**src/rtl/wave_readout_pkg.sv**
```systemverilog
// wave_readout_pkg
//   Shared definitions for the waveform readout block: FSM state encodings,
//   default buffer-half size, RAM address width and a helper that produces
//   the last valid sample index for a given buffer size.
package wave_readout_pkg;

  typedef enum logic [1:0] {
    ST_IDLE    = 2'd0,
    ST_ADDR    = 2'd1,
    ST_DATA    = 2'd2,
    ST_PRESENT = 2'd3
  } state_e;

  localparam int SAMPLES_DEFAULT = 256;
  localparam int ADDR_W          = 9;
  localparam int COUNT_W         = 8;
  localparam int DATA_W          = 8;

  // Index of the final sample in a buffer half; SAMPLES is at most 256 so
  // the result always fits the 8-bit sample counter.
  function automatic logic [COUNT_W-1:0] lastIndex(input int samples);
    return COUNT_W'(samples - 1);
  endfunction

endpackage

```
**src/rtl/wave_readout_dffare.sv**
```systemverilog
// dffare
//   Parameterised-width register with asynchronous active-low reset to zero
//   and a synchronous load enable. Every state bit of wave_readout lives in
//   one of these.
//   Ports:
//     clk_i   - clock, rising edge
//     rst_ni  - asynchronous reset, active low, clears q_o
//     en_i    - load enable
//     d_i     - next value
//     q_o     - registered value
module dffare #(
  parameter int WIDTH = 1
) (
  input  logic             clk_i,
  input  logic             rst_ni,
  input  logic             en_i,
  input  logic [WIDTH-1:0] d_i,
  output logic [WIDTH-1:0] q_o
);

  always_ff @(posedge clk_i or negedge rst_ni) begin
    if (!rst_ni) begin
      q_o <= '0;
    end else if (en_i) begin
      q_o <= d_i;
    end
  end

endmodule

```
**src/rtl/wave_readout.sv**
```systemverilog
// wave_readout
//   Reads one completed half of a double-buffered sample RAM and presents the
//   samples one at a time to a downstream renderer with a valid/ready
//   handshake. A frame is kicked off by a start pulse while idle; the buffer
//   half is latched at that moment and held for the whole frame.
//   Ports:
//     clk               - clock, rising edge
//     reset             - asynchronous reset, active low
//     start             - frame start pulse (ignored unless idle)
//     read_index        - buffer half the capture side has completed
//     read_address      - sample RAM address {buf_sel, count}
//     read_data         - RAM data, valid one cycle after read_address
//     sample_out        - presented sample byte (offset binary, unmodified)
//     sample_x          - index of sample_out within the buffer
//     sample_valid      - sample_out/sample_x valid
//     sample_ready      - renderer accepts the presented sample
//     wave_display_idle - high while no buffer read is in progress
module wave_readout
  import wave_readout_pkg::*;
#(
  parameter int SAMPLES = SAMPLES_DEFAULT
) (
  input  logic              clk,
  input  logic              reset,
  input  logic              start,
  input  logic              read_index,
  output logic [ADDR_W-1:0] read_address,
  input  logic [DATA_W-1:0] read_data,
  output logic [DATA_W-1:0] sample_out,
  output logic [COUNT_W-1:0] sample_x,
  output logic              sample_valid,
  input  logic              sample_ready,
  output logic              wave_display_idle
);

  localparam logic [COUNT_W-1:0] LAST_INDEX = lastIndex(SAMPLES);

  logic [1:0]         stateBits_q;
  state_e             state_q;
  state_e             state_d;
  logic [COUNT_W-1:0] count_q;
  logic [COUNT_W-1:0] count_d;
  logic               bufSel_q;
  logic               bufSel_d;
  logic [DATA_W-1:0]  sampleOut_q;
  logic [COUNT_W-1:0] sampleX_q;
  logic               captureEn;

  assign state_q = state_e'(stateBits_q);

  // The RAM returns data for the address driven in ADDR during DATA, so the
  // sample and its index are captured on the edge that leaves DATA and then
  // held untouched through any PRESENT stall.
  assign captureEn = (state_q == ST_DATA);

  always_comb begin
    state_d  = state_q;
    count_d  = count_q;
    bufSel_d = bufSel_q;
    unique case (state_q)
      ST_IDLE: begin
        if (start) begin
          bufSel_d = read_index;
          count_d  = '0;
          state_d  = ST_ADDR;
        end
      end
      ST_ADDR: begin
        state_d = ST_DATA;
      end
      ST_DATA: begin
        state_d = ST_PRESENT;
      end
      ST_PRESENT: begin
        if (sample_ready) begin
          if (count_q == LAST_INDEX) begin
            state_d = ST_IDLE;
          end else begin
            count_d = count_q + COUNT_W'(1);
            state_d = ST_ADDR;
          end
        end
      end
      default: begin
        state_d = ST_IDLE;
      end
    endcase
  end

  dffare #(.WIDTH(2)) stateReg (
    .clk_i (clk),
    .rst_ni(reset),
    .en_i  (1'b1),
    .d_i   (state_d),
    .q_o   (stateBits_q)
  );

  dffare #(.WIDTH(COUNT_W)) countReg (
    .clk_i (clk),
    .rst_ni(reset),
    .en_i  (1'b1),
    .d_i   (count_d),
    .q_o   (count_q)
  );

  dffare #(.WIDTH(1)) bufSelReg (
    .clk_i (clk),
    .rst_ni(reset),
    .en_i  (1'b1),
    .d_i   (bufSel_d),
    .q_o   (bufSel_q)
  );

  dffare #(.WIDTH(DATA_W)) sampleOutReg (
    .clk_i (clk),
    .rst_ni(reset),
    .en_i  (captureEn),
    .d_i   (read_data),
    .q_o   (sampleOut_q)
  );

  dffare #(.WIDTH(COUNT_W)) sampleXReg (
    .clk_i (clk),
    .rst_ni(reset),
    .en_i  (captureEn),
    .d_i   (count_q),
    .q_o   (sampleX_q)
  );

  // The counter never passes LAST_INDEX, so the address stays inside the
  // selected buffer half in every state.
  assign read_address      = {bufSel_q, count_q};
  assign sample_out        = sampleOut_q;
  assign sample_x          = sampleX_q;
  assign sample_valid      = (state_q == ST_PRESENT);
  assign wave_display_idle = (state_q == ST_IDLE);

endmodule

```
**config.mk**
```make
export PLATFORM = sky130hd
export DESIGN_NAME = wave_readout
export DESIGN_NICKNAME = d
export VERILOG_FILES = /design/src/rtl/wave_readout_pkg.sv /design/src/rtl/wave_readout_dffare.sv /design/src/rtl/wave_readout.sv
export SDC_FILE = /design/constraint.sdc
export NUM_CORES = 1
export LEC_CHECK = 0
export ABC_AREA = 1
export CAP_MARGIN = 20
export CORE_ASPECT_RATIO = 1.2
export CORE_UTILIZATION = 65
export CTS_CLUSTER_SIZE = 12
export DETAILED_ROUTE_END_ITERATION = 7
export DONT_BUFFER_PORTS = 1
export PLACE_DENSITY = 0.89
export SLEW_MARGIN = 20
export SYNTH_ARGS = -nofsm -noshare
export SYNTH_HDL_FRONTEND = slang
export SYNTH_HIERARCHICAL = 1
export SYNTH_SLANG_ARGS = --single-unit
```
**constraint.sdc**
```tcl
create_clock -name clk -period 4.2 [get_ports clk]
set_input_delay 0.42 -clock clk [delete_from_list [all_inputs] [get_ports clk]]
set_output_delay 0.42 -clock clk [all_outputs]
set_load 0.02 [all_outputs]
```
# [Word-level counts from Yosys, hierarchy flattened]
# Cells that the tools add are included.
[word_totals] latchBits=0 rom_bits=0 out_inout_bits=27 reg_bits=27 ram_bits=0 memories=0
[classes] n_shift=0 n_reduce_logical=5 n_eq_ne=7 div=0 multipliers=0 muxes=8 addsub=1 bitwise=0 n_lt_le_gt_ge=0
[op_table] operator="8-bit 2-to-1 mux" count=3
[op_table] operator="8-bit case mux with 2 select lines" count=1
[op_table] operator="8-bit by 1-bit adder with 8-bit output (second input constant)" count=1
[op_table] operator="8-bit == test (second input constant)" count=1
[op_table] operator="2-bit case mux with 4 select lines" count=1
[op_table] operator="2-bit == test (second input constant)" count=2
[op_table] operator="2-bit 2-to-1 mux" count=2
[op_table] operator="2-bit inequality test (second input constant)" count=2
[op_table] operator="2-bit AND reduction" count=2
[op_table] operator="4-bit AND reduction" count=1
[op_table] operator="2-bit by 1-bit == test with 1-bit output (second input constant)" count=1
[op_table] operator="2-bit logical NOT" count=1
[op_table] operator="2-bit by 1-bit inequality test with 1-bit output (second input constant)" count=1
[op_table] operator="2-bit nonzero test" count=1
[op_table] operator="1-bit 2-to-1 mux" count=1

# [Longest topological paths before layout]
# Gate-level depths: netlist of run 1.
[logic_depth] word_depth=4 mapped_depth=12 mapped_depth_nobuf=12

# [Cells and area by module]
# The synthesis of run 1 kept the hierarchy.
[by_module_without_submodules] mod="dffare (countReg ...)" area_each_um2=305.3 cells_each=34 seq_area_each_um2=200.2 instances=3
[by_module_without_submodules] mod="wave_readout" area_each_um2=511.7 cells_each=96 seq_area_each_um2=0.0 instances=1
[by_module_without_submodules] mod="dffare (stateReg)" area_each_um2=76.3 cells_each=9 seq_area_each_um2=50.0 instances=1
[by_module_without_submodules] mod="dffare (bufSelReg)" area_each_um2=40.0 cells_each=5 seq_area_each_um2=25.0 instances=1

# [Worst setup path before layout of run 1]
# Ideal clock, no wire load.
[synth_path] kind="register to register" from="register stateReg.q_o[0]" to="register countReg.q_o[7]" n_path_buf=0 t_arrival_ps=1479 slack_ps=2605 synth_period_minus_slack_ps=1595 path_stages_with_launch=11 cell_sequence="dfrtp_1 > inv_1 > ha_1 > inv_1 > nor2_1 > nor2_1 > nand2_2 > o21ai_1 > nand2_1 > nand2_1 > nand2_1"
[synth_via] elab_cells_between_ends=8 cone_classes="eq/ne (4); mux (1); reduce/logical (3)"
[synth_rtl] element="from (decl)" line_no="wave_readout_dffare.sv:18" rtl="output logic [WIDTH-1:0] q_o"
[synth_rtl] element="from (signal assigned)" line_no="wave_readout_dffare.sv:25" rtl="q_o <= d_i;"
[synth_rtl] element="2-bit logical NOT"
[synth_rtl] element="via wave_display_idle" line_no="wave_readout.sv:33" rtl="output logic wave_display_idle"
[synth_rtl] element="8-bit case mux with 2 select lines" line_no="wave_readout.sv:60" rtl="unique case (state_q)"
[synth_rtl] element="via count_d[7]" line_no="wave_readout.sv:42" rtl="logic [COUNT_W-1:0] count_d;"
[synth_rtl] element="to (signal assigned)" line_no="wave_readout_dffare.sv:25"
[synth_rtl] element="to (decl)" line_no="wave_readout_dffare.sv:18"
# The timed path passes the listed nets, and every way through them passes these cells.
# A chain may end at the register's enable or synchronous reset.

# [Worst setup path in the final report of run 1]
# Ends and elaborated chain as after synthesis.

==> results.yml, run 1 <==
flow_run:
  maxCapViolCount: 0
sta:
  fin_setup_tns_ns: 0
  finalCritPeriodShare: 0.445
  rsz0062_at_grt: "no"
  slew_headroom: 0.536
  clock.fmax_ghz: 0.535
  min_period_ns: 1.87
  tightest_slew_ns: 0.696
  final_hold_viol_count: 0
  setup_viol: 0
  setup_slack_ns: 2.33
  drv_slew: 0
  clock_skew_ns: 0.00743
drt:
  routed_wl_mm: 2.93
  drc: 0
  avgViaCountPerCell: 5.15
  wire_per_inst_um: 11.8
  via_count: 1277
  ant_nets: 0
  drt_iter0_markers: 27
  dr.pass1.iters: 4
final_layout:
  drive_gt1_frac: 0.0826
  nNetsFinal: 236
  fillers: 163
  n_antenna_cell: 0
  syn2layout_area_growth_pct: 3.97
global_route:
  grt_max_degree: 28
  grt_pass1_wl_mm: 4.90
  track_usage: 0.247
  globalRoute.totalOverflow: 0
  antenna_found_initial: 0
  grt_pass1_vias: 1164
cts:
  clockBufferDepth: 2
  clk_latency_ns: 0.31
  htreeDepth: 1
  cts_root_buffer: "clkbuf_4"
  postCtsSetupRepairBufs: 0
  cts.clk_slew.worst_paths_ns: 0.14
  cts_buffers: 3
  cts_tree: "done"
  clock_sinks: 27
placed_design:
  post-dp-hpwl_mm: 2.15
  io_buffers: 0
  dp_worst_setup_slack_ns: 2.40
  gp_congestion: 0.873
synthesis:
  yosysSeqAreaShare: 0.438
  syn_area_sq_um: 1540
  synthArstFlopShare: 1.00
  synth-simple-area-share: 0.366
  synthAdderAreaFrac: 0.0324
  netlist.area_leader.share: 0.438
  synth_top_family_by_area: "simple AND/OR/NAND/NOR gates"
  synth_compound_gate_area_share: 0.0519
  synthTopCellsByArea: "dfrtp_1 44%, nand2_1 25%, inv_1 5.1%"
  yosysMostFrequentCell: "nand2_1"
  netlist.top_cell.by_area: "dfrtp_1"
  ys_ff_latch: 27
  synth_xor_area_frac: 0.00567
  yosysWarnings: 6
  netlist_top_cells_count: "104 x nand2_1, 27 x dfrtp_1, 21 x inv_1, 10 x nand3_1, 9 x nor2_1"
  synth.area.mux_share: 0.00648
  synth_area_per_cell_sq_um: 7.28
  syn_inst: 212
  synth-main-ff-cell: "dfrtp_1"
  synth_cell_type_count: 23
  synth_edf_count: 0
critical_path:
  crit_path_max_incr_delay_ns: 0.46
  arrival_ns: 2.09
  cp_top_family: "simple AND/OR/NAND/NOR gates"
  path_class: "reg -> reg"
  rrSetupSlack_ns: 2.33
  path_cells: "inv_1 > ha_1 > inv_1 > nor2_1 > nor2_1 > nand2_2 > o21ai_1 > nand2_1 > nand2_1 > nand2_1"
  crit_slowest_cell: "dfrtp_1"
  reg2reg_to: "countReg/q_o[7]"
  worstSetupStartpointType: "flop"
  path_buf_inv: 2
  reg2regPathDepth: 10
  crit_required_ns: 4.42
  r2r_start: "stateReg/q_o[0]"
  cp_max_fo: 6
  crit_path_frequent_cell: "nand2_1"
  end_kind: "flop"
power_and_ir_drop:
  ir_worst_vdd_mv: 0.434
  pwr_density_cell_nw_per_um2: 627
  finalPower_mw: 1.01
  power.leakage_nw: 0.917
die:
  die-area_sq_um: 2580
  fp.dieW_um: 46.5
  rows: 18
  die_y_um: 55.4
  core_area_sq_um: 2140
  ios: 40
  start_util: 0.722
worst_hold_path:
  hold_depth: 2
  min-delay-start: "read_data[3]"
  holdCritPathClass: "in -> reg"
  min_to: "sampleOutReg/q_o[3]"
outcome:
  outcome: "finished, final reports clean"
[flip-flops by register name, summed over array words and instances, names as in the netlist]
signal            count
bufSelReg/q_o         1
stateReg/q_o          2
countReg/q_o          8
sampleXReg/q_o        8
sampleOutReg/q_o      8
[final cells by class]
cell class,count,area [sq um],area share
Inverter,26,97.6,0.0608
Multi-Input combinational cell,159,737,0.459
Sequential cell,27,676,0.421
Timing Repair Buffer,2,30.0,0.0187
Tap cell,30,37.5,0.0234
Clock inverter,1,5.00,0.00312
Clock buffer,3,22.5,0.0140
[through the flow]
| stage | hold slack, ns | area, sq um | cells | utilization |
|---|---|---|---|---|
| global placement | 0.125 | 1550 | 242 | 0.723 |
| CTS | 0.209 | 1610 | 248 | 0.750 |
| detailed placement | 0.125 | 1550 | 242 | 0.723 |
| finish | 0.217 | 1610 | 248 | 0.750 |
| global route | 0.191 | 1610 | 248 | 0.750 |
| floorplan | 0.124 | 1560 | 217 | - |
[cell families (layout without fill, tap and decap cells)]
kind of cell / Yosys count / count (layout)
flip-flops: 27 / 27
XOR/XNOR: 1 / 1
adder cells (fa/ha/maj): 4 / 4
AO/OA/AOI/OAI: 14 / 14
AND/OR/NAND/NOR: 133 / 133
multiplexers: 1 / 1
other: 1 / 6
buffers and inverters: 31 / 32
[layer usage]
metal	global-route usage	vias up	share of wire
li1	-	656	-
met1	0.332	576	0.44
met2	0.407	43	0.49
met3	0.0327	2	0.060
met4	0.0546	0	0.0041
met5	0	-	0
[what timing repair did]
action,4_1_cts,5_1_grt
hold buffers,2,0
hold endpoints to repair,27,0
resized for setup,0,0
[where the power goes]
part           total (mW)  internal [mW]  switching [mW]
registers           0.509          0.339           0.170
clock network       0.104         0.0355          0.0687
logic               0.393          0.131           0.261
total                1.01          0.506           0.500
[how the worst max path moves through the flow]
stage,cells after the start,start,slack (ns),endpoint
3_3_place_gp,10,stateReg/q_o[0],2.42,countReg/q_o[7]
2_1_floorplan,10,stateReg/q_o[0],2.61,countReg/q_o[7]
3_5_place_dp,10,stateReg/q_o[0],2.40,countReg/q_o[7]
5_1_grt,10,stateReg/q_o[0],2.19,countReg/q_o[7]
6_report,10,stateReg/q_o[0],2.33,countReg/q_o[7]
4_1_cts,10,stateReg/q_o[0],2.37,countReg/q_o[7]
[worst register-to-register path, cell delays in order (launching register included)]
cell     delay (ns)
dfrtp_1        0.46
inv_1          0.09
ha_1           0.30
inv_1          0.11
nor2_1         0.07
nor2_1         0.31
nand2_2        0.13
o21ai_1        0.14
nand2_1        0.06
nand2_1        0.06
nand2_1        0.05
[layout by cell type (no fill, tap or decap), drive strengths merged]
cell	n
nand2	108
dfrtp	27
inv	26
nor2	12
nand3	10
o21ai	7
conb	6
ha	4
o22ai	3
clkbuf	3
a21oi	2
nand4	2
a41oi	1
nor3	1
o21bai	1
xnor2	1
mux2i	1
clkinv	1
buf	1
dlygate4sd3	1
No activity file was read; power rests on OpenSTA's default activity.
==> inputs of run 2 (changes only) <==
--- a/config.mk
+++ b/config.mk
@@ -8,11 +8,11 @@
 export ABC_AREA = 1
 export CAP_MARGIN = 20
 export CORE_ASPECT_RATIO = 1.2
-export CORE_UTILIZATION = 65
+export CORE_UTILIZATION = 62
 export CTS_CLUSTER_SIZE = 12
 export DETAILED_ROUTE_END_ITERATION = 7
 export DONT_BUFFER_PORTS = 1
-export PLACE_DENSITY = 0.89
+export PLACE_DENSITY = 0.86
 export SLEW_MARGIN = 20
 export SYNTH_ARGS = -nofsm -noshare
 export SYNTH_HDL_FRONTEND = slang
==> constraint.sdc (replaced) <==
create_clock -name clk -period 2 [get_ports clk]
set_input_delay 0.2 -clock clk [delete_from_list [all_inputs] [get_ports clk]]
set_output_delay 0.2 -clock clk [all_outputs]
set_load 0.02 [all_outputs]
==> run 2 against run 1 <==
Against the previous run: fmax rose by 4.5%; combinational power rose by 140%; utilization decreased by 0.43 points; first-iteration DRC count rose by 26%; register-to-register slack got worse by 2.1 ns; critical endpoint is now countReg/q_o[0]; largest cell class unchanged; highest routed layer unchanged.
==> results.yml, run 2 (synthesis results as in run 1) <==
outcome:
  outcome: "finished, final reports clean"
final_layout:
  drive_gt1_frac: 0.112
  syn2layout_area_growth_pct: 12.6
  fillers: 177
  n_antenna_cell: 0
  fin_cells: 264
  design_area_sq_um: 1740
  nNetsFinal: 251
  final_common_cell: "nand2_1"
  reg_top3: "countReg/q_o x8, sampleOutReg/q_o x8, sampleXReg/q_o x8"
  utilization: 0.746
  final_cell_mix: "104 x nand2_1, 27 x dfrtp_1, 21 x inv_1"
drt:
  via_count: 1380
  wire_per_inst_um: 12.7
  routed_wl_mm: 3.35
  drc: 0
  drt_iter0_markers: 34
  ant_nets: 0
  dr.pass1.iters: 5
  avgViaCountPerCell: 5.23
global_route:
  antenna_found_initial: 0
  grt_pass1_vias: 1372
  track_usage: 0.286
  grt_pass1_wl_mm: 5.64
  globalRoute.totalOverflow: 0
  grt_max_degree: 28
placed_design:
  io_buffers: 0
  placed_cells: 251
  dp_worst_setup_slack_ns: 0.158
  gp_congestion: 0.905
  placed_area_sq_um: 1610
  post-dp-hpwl_mm: 2.42
cts:
  cts_buffers: 3
  clk_latency_ns: 0.32
  clock_sinks: 27
  clockBufferDepth: 2
  cts_tree: "done"
  cts_root_buffer: "clkbuf_4"
  cts.clk_slew.worst_paths_ns: 0.14
  htreeDepth: 1
  postCtsSetupRepairBufs: 0
sta:
  min_period_ns: 1.79
  setup_viol: 0
  final_hold_viol_count: 0
  clock.fmax_ghz: 0.559
  finalCritPeriodShare: 0.894
  setup_slack_ns: 0.212
  clock_skew_ns: 0.00231
  hold_slack_ns: 0.0112
  drv_slew: 0
  rsz0062_at_grt: "no"
  fin_setup_tns_ns: 0
power_and_ir_drop:
  finalPower_mw: 2.22
  pwr_density_cell_nw_per_um2: 1270
  power.leakage_nw: 0.987
  ir_worst_vdd_mv: 1.29
critical_path:
  arrival_ns: 2.05
  cp_max_fo: 9
  path_class: "reg -> reg"
  crit_required_ns: 2.26
  worstSetupStartpointType: "flop"
  end_kind: "flop"
flow_run:
  maxCapViolCount: 0
die:
  fp.dieW_um: 47.6
  die_y_um: 56.7
  ios: 40
  die-area_sq_um: 2690
  start_util: 0.663
  core_area_sq_um: 2330
  rows: 19
worst_hold_path:
  holdCritPathClass: "in -> reg"
==> run 2: critical path, cell delays in order (launching register included) <==
cell	delay, ns
dfrtp_1	0.48
ha_1	0.51
inv_2	0.12
nor2_4	0.13
inv_1	0.07
nor2_1	0.15
o22ai_1	0.10
inv_1	0.05
nand2_1	0.04
nand2_1	0.08
==> run 2: cell type report <==
type,instances,area (sq um),area share
Sequential cell,27,676,0.389
Multi-Input combinational cell,159,739,0.425
Clock buffer,4,26.3,0.0151
Tap cell,31,38.8,0.0223
Timing Repair Buffer,17,160,0.0922
Inverter,26,97.6,0.0562
==> run 2: worst paths after layout <==
check / end / startpoint / slack, ns / cells past startpoint
min in group asynchronous: sampleXReg/q_o[4] / reset / 0.28 / 2
hold / removal: sampleOutReg/q_o[5] / read_data[5] / 0.01 / 2
setup reg to reg: countReg/q_o[0] / stateReg/q_o[0] / 0.21 / 9
max in group asynchronous: countReg/q_o[4] / reset / 1.57 / 2
setup / recovery: countReg/q_o[0] / stateReg/q_o[0] / 0.21 / 9
hold reg to reg: sampleXReg/q_o[6] / sampleXReg/q_o[6] / 0.63 / 2
==> run 2: metal layers <==
layer | wire (um) | share of wire | global-route usage
met5 | 0 | 0 | 0
met4 | 61 | 0.018 | 0.115
met3 | 182 | 0.054 | 0.0514
met2 | 1770 | 0.53 | 0.477
met1 | 1340 | 0.40 | 0.349
==> run 2: power breakdown <==
part	total (mW)	internal, mW	switching, mW	leakage (nW)
combinational	0.962	0.339	0.623	0.614
sequential	1.02	0.713	0.309	0.357
clock	0.230	0.0780	0.152	0.0150
==> run 2: repair_timing <==
action                     in CTS  in global routing
setup endpoints to repair       0                  3
hold endpoints to repair       34                  0
resized for setup               0                  1
hold buffers                    9                  0
